### config.mk
export PLATFORM = sky130hd
export DESIGN_NAME = pwm_capture
export DESIGN_NICKNAME = d
export VERILOG_FILES = /design/src/rtl/pwm_pkg.sv /design/src/rtl/pwm_sync_edge.sv /design/src/rtl/pwm_capture.sv
export SDC_FILE = /design/constraint.sdc
export NUM_CORES = 1
export LEC_CHECK = 0
export CELL_PAD_IN_SITES_DETAIL_PLACEMENT = 1
export CELL_PAD_IN_SITES_GLOBAL_PLACEMENT = 2
export CORE_MARGIN = 10
export CORE_UTILIZATION = 36
export CTS_CLUSTER_DIAMETER = 150
export CTS_CLUSTER_SIZE = 28
export DETAILED_ROUTE_END_ITERATION = 12
export PLACE_DENSITY_LB_ADDON = 0.1
export SLEW_MARGIN = 5
export SYNTH_ARGS = -nofsm -noshare
export SYNTH_HDL_FRONTEND = slang
export SYNTH_SLANG_ARGS = --single-unit
### constraint.sdc
create_clock -name CLK -period 3.3 [get_ports CLK]
set_input_delay 0.66 -clock CLK [delete_from_list [all_inputs] [get_ports CLK]]
set_output_delay 0.66 -clock CLK [all_outputs]
set_load 0.02 [all_outputs]
### src/rtl/pwm_pkg.sv
// Shared PWM definitions: capture FSM states and the default counter width
// used by the PWM timer, comparator and capture blocks.
package pwm_pkg;

  localparam int PWM_WIDTH = 16;

  typedef enum logic [1:0] {
    IDLE = 2'd0,
    ARM  = 2'd1,
    HIGH = 2'd2,
    LOW  = 2'd3
  } state_t;

endpackage

### src/rtl/pwm_sync_edge.sv
// PWM_IN synchronizer (SYNC_STAGES flops) plus a delay flop for edge detect.
// o_s lags i_pwm by SYNC_STAGES edges; o_rise/o_fall are combinational from o_s and its delayed copy.
module pwm_sync_edge #(
  parameter int SYNC_STAGES = 2
) (
  input  logic i_clk,
  input  logic i_rst,
  input  logic i_pwm,
  output logic o_s,
  output logic o_rise,
  output logic o_fall
);

  logic [SYNC_STAGES-1:0] r_sync;
  logic                   r_s_d;

  always_ff @(posedge i_clk or posedge i_rst) begin
    if (i_rst) begin
      r_sync <= '0;
      r_s_d  <= 1'b0;
    end else begin
      r_sync <= {r_sync[SYNC_STAGES-2:0], i_pwm};
      r_s_d  <= r_sync[SYNC_STAGES-1];
    end
  end

  assign o_s    = r_sync[SYNC_STAGES-1];
  assign o_rise = r_sync[SYNC_STAGES-1] & ~r_s_d;
  assign o_fall = ~r_sync[SYNC_STAGES-1] & r_s_d;

endmodule

### src/rtl/pwm_capture.sv
// Measures period and high time of PWM_IN in clock cycles, with stuck-input timeout.
// VALID is registered one edge after the synchronized rise (SYNC_STAGES+1 edges after PWM_IN rises).
module pwm_capture
  import pwm_pkg::*;
#(
  parameter int WIDTH       = PWM_WIDTH,
  parameter int SYNC_STAGES = 2
) (
  input  logic             CLK,
  input  logic             RST,
  input  logic             ENABLE,
  input  logic             PWM_IN,
  input  logic [WIDTH-1:0] TIMEOUT,
  output logic [WIDTH-1:0] PERIOD_OUT,
  output logic [WIDTH-1:0] HIGH_OUT,
  output logic             VALID,
  output logic             STUCK,
  output logic             LEVEL,
  output logic             OVF
);

  localparam logic [WIDTH-1:0] CNT_MAX = '1;
  localparam logic [WIDTH-1:0] CNT_ONE = WIDTH'(1);

  logic w_s, w_rise, w_fall;

  pwm_sync_edge #(
    .SYNC_STAGES(SYNC_STAGES)
  ) u_sync (
    .i_clk (CLK),
    .i_rst (RST),
    .i_pwm (PWM_IN),
    .o_s   (w_s),
    .o_rise(w_rise),
    .o_fall(w_fall)
  );

  state_t           r_state, w_state_nxt;
  logic [WIDTH-1:0] r_per_cnt, w_per_nxt;
  logic [WIDTH-1:0] r_high_cnt, w_high_nxt;
  logic [WIDTH-1:0] r_hold, w_hold_nxt;
  logic             r_ovf, w_ovf_nxt;
  logic             w_meas, w_stuck;

  logic             w_per_sat, w_high_sat;
  logic [WIDTH-1:0] w_per_inc, w_high_inc;
  logic             w_to_arm, w_to_run;

  assign w_per_sat  = (r_per_cnt == CNT_MAX);
  assign w_high_sat = (r_high_cnt == CNT_MAX);
  assign w_per_inc  = w_per_sat ? CNT_MAX : r_per_cnt + CNT_ONE;
  assign w_high_inc = w_high_sat ? CNT_MAX : r_high_cnt + CNT_ONE;

  // ARM's idle counter restarts from 0 after a report, so it fires one count
  // earlier to keep repeated stuck reports exactly TIMEOUT cycles apart.
  assign w_to_arm = (TIMEOUT != '0) && (r_per_cnt == TIMEOUT - CNT_ONE);
  assign w_to_run = (TIMEOUT != '0) && (r_per_cnt == TIMEOUT);

  always_comb begin
    w_state_nxt = r_state;
    w_per_nxt   = r_per_cnt;
    w_high_nxt  = r_high_cnt;
    w_hold_nxt  = r_hold;
    w_ovf_nxt   = r_ovf;
    w_meas      = 1'b0;
    w_stuck     = 1'b0;
    if (!ENABLE) begin
      w_state_nxt = IDLE;
      w_per_nxt   = '0;
      w_high_nxt  = '0;
      w_hold_nxt  = '0;
      w_ovf_nxt   = 1'b0;
    end else begin
      case (r_state)
        IDLE: w_state_nxt = ARM;
        ARM: begin
          if (w_rise) begin
            w_per_nxt   = CNT_ONE;
            w_high_nxt  = CNT_ONE;
            w_ovf_nxt   = 1'b0;
            w_state_nxt = HIGH;
          end else if (w_to_arm) begin
            w_stuck = 1'b1;
          end else begin
            w_per_nxt = w_per_inc;
          end
        end
        HIGH: begin
          if (w_to_run) begin
            w_stuck = 1'b1;
          end else begin
            w_per_nxt  = w_per_inc;
            w_high_nxt = w_high_inc;
            w_ovf_nxt  = r_ovf | w_per_sat | w_high_sat;
            if (w_fall) begin
              w_hold_nxt  = r_high_cnt;
              w_state_nxt = LOW;
            end
          end
        end
        LOW: begin
          if (w_rise) begin
            w_meas      = 1'b1;
            w_per_nxt   = CNT_ONE;
            w_high_nxt  = CNT_ONE;
            w_ovf_nxt   = 1'b0;
            w_state_nxt = HIGH;
          end else if (w_to_run) begin
            w_stuck = 1'b1;
          end else begin
            w_per_nxt = w_per_inc;
            w_ovf_nxt = r_ovf | w_per_sat;
          end
        end
        default: w_state_nxt = IDLE;
      endcase
      if (w_stuck) begin
        w_state_nxt = ARM;
        w_per_nxt   = '0;
        w_high_nxt  = '0;
        w_ovf_nxt   = 1'b0;
      end
    end
  end

  always_ff @(posedge CLK or posedge RST) begin
    if (RST) begin
      r_state    <= IDLE;
      r_per_cnt  <= '0;
      r_high_cnt <= '0;
      r_hold     <= '0;
      r_ovf      <= 1'b0;
    end else begin
      r_state    <= w_state_nxt;
      r_per_cnt  <= w_per_nxt;
      r_high_cnt <= w_high_nxt;
      r_hold     <= w_hold_nxt;
      r_ovf      <= w_ovf_nxt;
    end
  end

  logic [WIDTH-1:0] r_period_out, r_high_out;
  logic             r_valid, r_stuck, r_level, r_ovf_out;

  always_ff @(posedge CLK or posedge RST) begin
    if (RST) begin
      r_period_out <= '0;
      r_high_out   <= '0;
      r_valid      <= 1'b0;
      r_stuck      <= 1'b0;
      r_level      <= 1'b0;
      r_ovf_out    <= 1'b0;
    end else begin
      r_valid <= w_meas | w_stuck;
      if (w_meas) begin
        r_period_out <= r_per_cnt;
        r_high_out   <= r_hold;
        r_stuck      <= 1'b0;
        r_ovf_out    <= r_ovf;
      end else if (w_stuck) begin
        r_period_out <= '0;
        r_high_out   <= '0;
        r_stuck      <= 1'b1;
        r_level      <= w_s;
        r_ovf_out    <= 1'b0;
      end
    end
  end

  assign PERIOD_OUT = r_period_out;
  assign HIGH_OUT   = r_high_out;
  assign VALID      = r_valid;
  assign STUCK      = r_stuck;
  assign LEVEL      = r_level;
  assign OVF        = r_ovf_out;

endmodule
==> results.sh, run 1 <==
export IMPL_yosysSeqAreaShare_pct=45.4
export IMPL_start_util_pct=37.1
export IMPL_nets=631
export IMPL_portBuffers=55
export IMPL_die_area_um2=18900
export IMPL_met3_length_um=743
export IMPL_drive_above_1_share_pct=17.5
export IMPL_cts_tree="done"
export IMPL_coreArea_um2=13300
export IMPL_dr_pass1_iters=4
export IMPL_htree_levels=3
export IMPL_postCtsSetupBuffers=0
export IMPL_first_iter_violations=331
export IMPL_worst_path_most_repeated_cell="or4_4"
export IMPL_worst_pin_slew_ns=0.524
export IMPL_die_x_um=137
export IMPL_grt_max_degree=91
export IMPL_yosysTopAreaCellShare_pct=45.4
export IMPL_cap_violations=0
export IMPL_io_pins=56
export IMPL_synth_nets=544
export IMPL_synth_flop_cell="dfrtp_1"
export IMPL_finalCritPeriodShare_pct=99.7
export IMPL_routed_via_density=5.57
export IMPL_yosysUniqueCellTypes=59
export IMPL_finalSetupViolations=0
export IMPL_synthArstFlopShare_pct=100
export IMPL_final_common_cell="dfrtp_1"
export IMPL_gp_congestion=0.850
export IMPL_dpl_cell_area_um2=6040
export IMPL_fin_tns_setup_ns=0
export IMPL_routed_wl_um=15700
export IMPL_grt_pass1_vias=4471
export IMPL_cts_num_sinks=90
export IMPL_die_y_um=137
export IMPL_netlist_instances=520
export IMPL_top_layer_used="met4"
export IMPL_antenna_found_initial=0
export IMPL_maxSlewViolCount=0
export IMPL_fin_skew_ns=0.00960
export IMPL_ir_drop_v=0.000203
export IMPL_ys_ff_latch=90
export IMPL_max_freq_mhz=304
export IMPL_fill_cells=1512
export IMPL_hold_path_class="flop to flop"
export IMPL_place_hpwl_um=11000
export IMPL_finalHoldViolCount=0
export IMPL_drc=0
export IMPL_clock_latency_ns=0.35
export IMPL_cts_path_max_buffers=2
export IMPL_crit_family="simple AND/OR/NAND/NOR gates"
export IMPL_m1WireLength_um=7820
export IMPL_cts_buffers=9
export IMPL_met2WireLength_um=6950
export IMPL_synth_top_area_cell="dfrtp_1"
export IMPL_rsz0062_at_grt="yes"
export IMPL_detail_route_antenna_nets=0
export IMPL_period_needed_ns=3.29
export IMPL_synth_edf_count=0
export IMPL_critPathMaxStageDelay_ns=0.54
export IMPL_critical_path_buf_inv_count=2
export IMPL_syn_cell_area_um2=4960
export IMPL_leakagePower_nw=3.01
export IMPL_synthTopCellsByArea="dfrtp_1 (45%), a22o_1 (6.0%), xor2_1 (3.2%), a21oi_1 (3.1%), nor2_1 (3.0%)"
export IMPL_required_ns=3.53
export IMPL_relSlewSlack_pct=65.0
export IMPL_grt_usage_pct=16.1
export IMPL_outcome="completed"
export IMPL_timing_worst_setup_path_type="input pin to flop"
export IMPL_clkTransAtPathRegs_ns=0.06
export IMPL_yosysWarnings=0
export IMPL_fp_row_count=42
export IMPL_num_vias=4393
export IMPL_crit_path_end_kind="flop"
export IMPL_antennaDiodeCount=0
export IMPL_p_per_area_nw_per_um2=391
export IMPL_fin_area_um2=6500
export IMPL_grt_pass1_wl_um=24200
export IMPL_layout_common_cells="dfrtp_1 (90), buf_4 (50), clkdlybuf4s50_1 (45)"
export IMPL_synth_area_per_cell_um2=9.53
export IMPL_root_buffer="clkbuf_16"
export IMPL_hold_buffers=0
export IMPL_worst_setup_path_start_kind="input pin"
export IMPL_worstPathMaxFanout=8
export IMPL_synthToLayoutAreaGrowth_pct=31.1
export IMPL_grt_overflow=0
export IMPL_slowest_stage="or4_4"
export IMPL_crit_chain="buf_6 -> or4_4 -> or4_4 -> or4b_4 -> o221ai_2 -> a21oi_1 -> and4bb_4 -> o21ai_4 -> clkbuf_16 -> a22o_1"
export IMPL_arrival_ns=3.52
export IMPL_final_util_pct=48.7
export IMPL_wl_per_cell_um=19.9
-- routing by layer --
layer,up-vias,GRT usage [%]
li1,2079,-
met3,14,3.31
met5,-,0
met1,2224,22.8
met2,76,24.7
met4,0,3.92
-- per-stage QoR --
stage	setup slack [ns]	instances	total power, mW	hold WS [ns]
final	0.00942	788	2.54	0.357
after CTS	-0.00447	783	2.57	0.360
after floorplan	-0.0765	520	1.31	0.331
after global placement	-0.560	767	1.43	0.337
after detailed placement	-0.633	767	1.44	0.345
after global routing	-0.0429	788	2.65	0.367
-- flip-flops by register name (all words and copies together) (netlist names) --
name           flops
r_hold            16
OVF                1
LEVEL              1
r_per_cnt         16
r_ovf              1
VALID              1
u_sync.r_s_d       1
STUCK              1
HIGH_OUT          16
u_sync.r_sync      2
PERIOD_OUT        16
r_state            2
r_high_cnt        16
-- kinds of logic after synthesis --
| family | synth area share (%) |
|---|---|
| mux | 3.13 |
| flops | 45.4 |
| xor+xnor | 4.42 |
| buf+inv | 4.57 |
| fa+ha+maj | 1.01 |
| simple gates | 21.1 |
| compound gates | 20.3 |
-- layout make-up --
class / count / area (um2) / area share, %
multi-input combinational: 378 / 2540 / 39.1
sequential: 90 / 2250 / 34.7
timing repair buffer: 115 / 1110 / 17.1
clock buffer: 9 / 225 / 3.47
tap: 176 / 220 / 3.39
clock inverter: 7 / 98.8 / 1.52
inverter: 13 / 50.0 / 0.770
-- synthesized netlist by cell type, types with 3 or more instances --
master / instances
dfrtp_1: 90
nor2_1: 40
a22o_1: 34
nand2_1: 33
a21oi_1: 31
clkbuf_1: 30
nand3_1: 29
nor2b_1: 20
o21ai_0: 18
xor2_1: 18
and3_1: 14
mux2i_1: 14
o22a_1: 14
inv_1: 13
nor3_1: 12
o31ai_1: 11
a31oi_1: 8
nor4_1: 8
xnor2_1: 7
nand2b_1: 6
nand4_1: 5
and2_1: 4
buf_2: 4
ha_1: 4
or3_1: 4
a41oi_1: 3
buf_6: 3
o211ai_1: 3
o21a_1: 3
-- power by group --
group | total (mW) | switching (mW) | internal, mW
clock | 1.12 | 0.453 | 0.670
combinational | 0.275 | 0.155 | 0.120
sequential | 1.14 | 0.0241 | 1.12
total | 2.54 | 0.632 | 1.91
-- path summary, 6_finish.rpt --
path                                  start               end  slack (ns)  depth (start not counted)
max in group asynchronous               RST    PERIOD_OUT[14]        2.18                          3
min in group asynchronous               RST      HIGH_OUT[14]        0.76                          3
setup / recovery                 TIMEOUT[4]       HIGH_OUT[8]       0.009                         10
setup reg to reg               r_per_cnt[1]      r_per_cnt[5]        0.60                          9
hold reg to reg            u_sync.r_sync[0]  u_sync.r_sync[1]        0.36                          0
hold / removal             u_sync.r_sync[0]  u_sync.r_sync[1]        0.36                          0
-- worst reg2reg max path, delay by kind of cell (launching register included) --
kind	cells	cell delay, ns
flops	1	0.52
fa+ha+maj	1	0.27
compound gates	3	0.57
simple gates	5	1.23
-- what timing repair did --
action                     CTS  global route
resized for setup           15            21
setup endpoints to repair   71            64
cloned                       0             5
pin swaps                    5            35
Note: power is estimated with default switching activity, not from simulation.
==> run 2, diff against run 1 <==
--- a/config.mk
+++ b/config.mk
@@ -9,10 +9,11 @@
 export CELL_PAD_IN_SITES_GLOBAL_PLACEMENT = 2
 export CORE_MARGIN = 10
 export CORE_UTILIZATION = 36
-export CTS_CLUSTER_DIAMETER = 150
+export CTS_CLUSTER_DIAMETER = 120
 export CTS_CLUSTER_SIZE = 28
 export DETAILED_ROUTE_END_ITERATION = 12
-export PLACE_DENSITY_LB_ADDON = 0.1
+export PLACE_DENSITY = 0.86
+export SETUP_SLACK_MARGIN = 0.2
 export SLEW_MARGIN = 5
 export SYNTH_ARGS = -nofsm -noshare
 export SYNTH_HDL_FRONTEND = slang
==> run 2 against run 1 <==
  * Sequential power barely moved
  * Clock skew fell by 0.0015 ns
  * Sequential share of layout area rose by 0.40 points
  * First-iteration DRC count fell by 23%
  * Die area did not move
  * Utilization fell by 0.55 points
  * Final cell count fell by 0.76%
  * Maximum frequency rose by 2.2%
  * Count of clock-buffer cells in the layout did not move
  * Non-clock buffer count fell by 6
  * Final area fell by 1.1%
  * Sequential cell count did not move
  * Critical path type unchanged
  * Largest cell class unchanged
  * Largest power group unchanged
==> results.sh, run 2 (synthesis results as in run 1) <==
export IMPL_routed_wl_um=14600
export IMPL_cap_violations=0
export IMPL_worstRegToRegCells=10
export IMPL_antennaDiodeCount=0
export IMPL_fill_cells=1509
export IMPL_grt_overflow=0
export IMPL_place_hpwl_um=10900
export IMPL_synthToLayoutAreaGrowth_pct=29.6
export IMPL_grt_pass1_vias=4655
export IMPL_worst_setup_path_start_kind="input pin"
export IMPL_antenna_found_initial=0
export IMPL_finalHoldViolCount=0
export IMPL_nets=625
export IMPL_worst_pin_slew_ns=0.761
export IMPL_worstPathMaxFanout=6
export IMPL_fp_row_count=42
export IMPL_routed_via_density=5.56
export IMPL_cts_path_max_buffers=2
export IMPL_relSlewSlack_pct=49.2
export IMPL_critPathLaunch="TIMEOUT[6]"
export IMPL_total_power_mw=2.46
export IMPL_finalSetupViolations=0
export IMPL_cts_buffers=9
export IMPL_holdWs_ns=0.355
export IMPL_cp_endpoint="LEVEL"
export IMPL_ir_drop_v=0.000247
export IMPL_wl_per_cell_um=18.6
export IMPL_coreArea_um2=13300
export IMPL_gp_congestion=0.821
export IMPL_die_y_um=137
export IMPL_crit_path_end_kind="flop"
export IMPL_root_buffer="clkbuf_16"
export IMPL_maxSlewViolCount=0
export IMPL_portBuffers=55
export IMPL_max_freq_mhz=311
export IMPL_clock_latency_ns=0.34
export IMPL_rrSetupSlack_ns=0.61
export IMPL_hold_path_class="flop to flop"
export IMPL_r2r_end="LEVEL"
export IMPL_required_ns=3.53
export IMPL_cts_tree="done"
export IMPL_htree_levels=3
export IMPL_fin_skew_ns=0.00806
export IMPL_leakagePower_nw=2.95
export IMPL_period_needed_ns=3.22
export IMPL_arrival_ns=3.45
export IMPL_detail_route_antenna_nets=0
export IMPL_p_per_area_nw_per_um2=384
export IMPL_timing_worst_setup_path_type="input pin to flop"
export IMPL_first_iter_violations=254
export IMPL_grt_pass1_wl_um=24600
export IMPL_start_util_pct=37.1
export IMPL_dr_pass1_iters=4
export IMPL_finalCritPeriodShare_pct=97.6
export IMPL_die_x_um=137
export IMPL_rr_startpoint="r_per_cnt[4]"
export IMPL_clkTransAtPathRegs_ns=0.07
export IMPL_die_area_um2=18900
export IMPL_hold_depth=0
export IMPL_grt_max_degree=43
export IMPL_outcome="completed"
export IMPL_final_common_cell="dfrtp_1"
export IMPL_grt_usage_pct=16.2
export IMPL_num_vias=4347
export IMPL_layout_common_cells="dfrtp_1 (90), buf_4 (46), clkdlybuf4s50_1 (44)"
export IMPL_io_pins=56
export IMPL_drc=0
export IMPL_rsz0062_at_grt="yes"
export IMPL_cts_num_sinks=90
export IMPL_drive_above_1_share_pct=17.7
## run 2: final cells by class
class | instances | area (um2) | share of cell area (%)
flip-flops and latches | 90 | 2250 | 35.1
clock buffers | 9 | 225 | 3.51
clock inverters | 7 | 77.6 | 1.21
repair buffers | 109 | 1010 | 15.8
well taps | 176 | 220 | 3.43
inverters | 13 | 50.0 | 0.779
multi-input cells | 378 | 2590 | 40.3
## run 2: timing repair
action | CTS | global route
hold endpoints to repair | 0 | 0
setup endpoints to repair | 71 | 69
hold buffers | 0 | 0
pin swaps | 10 | 4
buffers inserted | 1 | 1
resized for setup | 40 | 11
## run 2: where the power goes
group          total (mW)  switching (mW)  leakage [nW]  internal, mW
clock                1.04           0.441         0.152         0.594
sequential           1.14          0.0254          1.24          1.12
combinational       0.285           0.159          1.56         0.126
## run 2: per-layer routing
metal  vias to the layer above  track usage (%)  wire (um)
met4                         0             5.39        241
met3                        18             2.73        803
met2                        97             26.4       6720
met1                      2158             21.4       6800
li1                       2074                -          -
met5                         -                0          0
## run 2: worst max-delay path, cell delays in order
cell and delay, ns:
buf_6 0.09, or4_4 0.53, or4_4 0.53, or4b_4 0.52, o221ai_2 0.08, a21oi_1 0.09, and4bb_4 0.40, nand2b_4 0.17
nand2_4 0.06, mux2_4 0.31
## run 2: worst min path at each step
stage                startpoint               end
2_1_floorplan  u_sync.r_sync[0]  u_sync.r_sync[1]
3_3_place_gp   u_sync.r_sync[0]  u_sync.r_sync[1]
3_5_place_dp   u_sync.r_sync[0]  u_sync.r_sync[1]
4_1_cts        u_sync.r_sync[0]  u_sync.r_sync[1]
5_1_grt        u_sync.r_sync[0]  u_sync.r_sync[1]
6_report       u_sync.r_sync[0]  u_sync.r_sync[1]
## run 2: through the flow
| step | cells | area (um2) | TNS (ns) | setup WS [ns] | utilization (%) |
|---|---|---|---|---|---|
| global route | 782 | 6420 | 0 | 0.0148 | 48.1 |
| floorplan | 520 | 5000 | -2.11 | -0.0765 | - |
| global placement | 764 | 6010 | -37.12 | -0.572 | 45.0 |
| CTS | 781 | 6370 | 0 | 0.100 | 47.7 |
| finish | 782 | 6420 | 0 | 0.0801 | 48.1 |
| detailed placement | 764 | 6010 | -42.91 | -0.669 | 45.0 |
==> run 3, diff against run 2 <==
--- a/config.mk
+++ b/config.mk
@@ -7,7 +7,7 @@
 export LEC_CHECK = 0
 export CELL_PAD_IN_SITES_DETAIL_PLACEMENT = 1
 export CELL_PAD_IN_SITES_GLOBAL_PLACEMENT = 2
-export CORE_MARGIN = 10
+export CORE_MARGIN = 3
 export CORE_UTILIZATION = 36
 export CTS_CLUSTER_DIAMETER = 120
 export CTS_CLUSTER_SIZE = 28
==> run 3 against run 2 <==
  * Register-to-register slack got worse by 0.07 ns
  * Clock power about the same
  * Sequential power hardly changed
  * Clock skew about the same
  * Setup slack got worse by 0.0092 ns
  * Maximum frequency fell by 0.28%
  * Via count increased by 2.4%
  * Largest power group unchanged
  * Highest routed layer unchanged
==> results.sh, run 3 (synthesis results as in run 1) <==
export IMPL_outcome="completed"
export IMPL_die_area_um2=15200
export IMPL_holdWs_ns=0.354
export IMPL_leakagePower_nw=3.01
export IMPL_dpl_cell_area_um2=6030
export IMPL_start_util_pct=37.1
export IMPL_worst_pin_slew_ns=0.563
export IMPL_antenna_found_initial=0
export IMPL_finalSetupViolations=0
export IMPL_grt_pass1_wl_um=24500
export IMPL_finalHoldViolCount=0
export IMPL_max_freq_mhz=310
export IMPL_worstRegToRegCells=9
export IMPL_slowest_stage="or4_4"
export IMPL_layout_common_cells="dfrtp_1 (90), clkdlybuf4s50_1 (45), buf_4 (43)"
export IMPL_worstHoldEndpoint="u_sync.r_sync[1]"
export IMPL_crit_chain="buf_6 -> or4_4 -> or4_4 -> or4b_4 -> o221ai_2 -> a21oi_1 -> and4bb_4 -> o21bai_4 -> buf_12 -> nor3_4 -> o22a_1"
export IMPL_worst_path_most_repeated_cell="or4_4"
export IMPL_num_vias=4450
export IMPL_r2r_end="r_per_cnt[7]"
export IMPL_m1WireLength_um=7180
export IMPL_rr_startpoint="r_per_cnt[1]"
export IMPL_nets=630
export IMPL_root_buffer="clkbuf_16"
export IMPL_grt_usage_pct=20.3
export IMPL_worstPathMaxFanout=8
export IMPL_clock_latency_ns=0.34
export IMPL_rsz0062_at_grt="yes"
export IMPL_ir_drop_v=0.000232
export IMPL_multi_input_area_um2=2760
export IMPL_grt_pass1_vias=4770
export IMPL_cap_violations=0
export IMPL_top_layer_used="met4"
export IMPL_maxSlewViolCount=0
export IMPL_grt_overflow=0
export IMPL_hold_depth=0
export IMPL_required_ns=3.59
export IMPL_cts_buffers=9
export IMPL_dr_pass1_iters=4
export IMPL_cts_path_max_buffers=2
export IMPL_timing_worst_setup_path_type="input pin to flop"
export IMPL_routed_wl_um=15300
export IMPL_fp_row_count=42
export IMPL_finalCritPeriodShare_pct=97.9
export IMPL_placedCellCount=766
export IMPL_min_from="u_sync.r_sync[0]"
export IMPL_arrival_ns=3.52
export IMPL_fin_area_um2=6690
export IMPL_crit_family="simple AND/OR/NAND/NOR gates"
export IMPL_cts_num_sinks=90
export IMPL_critical_path_buf_inv_count=2
export IMPL_io_pins=56
export IMPL_fin_skew_ns=0.00818
export IMPL_final_util_pct=50.1
export IMPL_grt_max_degree=91
export IMPL_final_cell_count_no_fill=787
export IMPL_worst_setup_path_start_kind="input pin"
export IMPL_antennaDiodeCount=0
export IMPL_met3_length_um=517
export IMPL_p_per_area_nw_per_um2=377
export IMPL_cp_depth=11
export IMPL_met2WireLength_um=7390
export IMPL_critPathMaxStageDelay_ns=0.54
export IMPL_crit_path_end_kind="flop"
export IMPL_rrSetupSlack_ns=0.54
export IMPL_htree_levels=3
export IMPL_place_hpwl_um=10600
export IMPL_period_needed_ns=3.23
export IMPL_final_common_cell="dfrtp_1"
export IMPL_seq_area_um2=2250
export IMPL_wl_per_cell_um=19.4
export IMPL_total_power_mw=2.52
export IMPL_first_iter_violations=264
export IMPL_drc=0
export IMPL_synthToLayoutAreaGrowth_pct=34.9
export IMPL_coreArea_um2=13300
export IMPL_hold_path_class="flop to flop"
export IMPL_gp_congestion=0.861
export IMPL_detail_route_antenna_nets=0
export IMPL_cts_tree="done"
export IMPL_drive_above_1_share_pct=21.9
export IMPL_routed_via_density=5.65
export IMPL_clkTransAtPathRegs_ns=0.07
export IMPL_relSlewSlack_pct=62.4
export IMPL_fill_cells=1485
export IMPL_portBuffers=55
export IMPL_die_x_um=123
export IMPL_die_y_um=123
run 3: cell count changes in the layout (fill, tap and decap cells not counted), moves of 3 or more:
| cell | previous run | this run |
|---|---|---|
| buf_4 | 46 | 43 |
| buf_6 | 6 | 11 |
| nor2_1 | 37 | 33 |
| o31ai_1 | 9 | 2 |
| o31ai_4 | 0 | 6 |
run 3: worst max-delay path by stage:
stage                from              to  slack (ns)
3_3_place_gp   TIMEOUT[3]           LEVEL       -0.55
6_report       TIMEOUT[6]  r_high_cnt[14]        0.07
4_1_cts        TIMEOUT[6]   r_high_cnt[9]        0.08
2_1_floorplan  TIMEOUT[3]   PERIOD_OUT[7]       -0.08
5_1_grt        TIMEOUT[6]  r_high_cnt[14]       -0.01
3_5_place_dp   TIMEOUT[3]   r_high_cnt[7]       -0.64
run 3: worst reg2reg max path, cell delays in order, from the launching register on:
cell	delay, ns
dfrtp_1	0.54
ha_1	0.28
nand3_1	0.13
nor3_1	0.33
and3_1	0.26
and4_1	0.22
nand2_1	0.28
a21oi_1	0.28
a21oi_1	0.10
o31ai_4	0.26
run 3: metrics by stage:
step / setup WS [ns] / TNS, ns
6_report: 0.0709 / 0
2_1_floorplan: -0.0765 / -2.11
4_1_cts: 0.0780 / 0
3_3_place_gp: -0.552 / -38.43
5_1_grt: -0.0138 / -0.0259
3_5_place_dp: -0.635 / -42.84
run 3: cell type report:
| class | instances | area share [%] |
|---|---|---|
| Clock buffer | 11 | 3.63 |
| Tap cell | 176 | 3.29 |
| Multi-Input combinational cell | 378 | 41.3 |
| Inverter | 13 | 0.748 |
| Timing Repair Buffer | 114 | 16.4 |
| Sequential cell | 90 | 33.7 |
| Clock inverter | 5 | 0.935 |
run 3: repair_timing:
action / CTS / global route
endpoints found under the setup margin: 71 / 75
gates cloned: 0 / 1
setup buffers: 2 / 2
pin swaps: 22 / 12
hold buffers: 0 / 0
gates resized for setup: 56 / 34
run 3: power breakdown:
part           internal (mW)  switching [mW]  leakage, nW
Clock                  0.613           0.450        0.142
Combinational          0.135           0.180         1.62
Sequential              1.12          0.0254         1.24
run 3: per-layer routing:
metal  up-vias  global-route usage (%)
li1       2077                       -
met5         -                       0
met3        22                    2.47
met2        88                    34.1
met1      2263                    27.9
met4         0                    4.78
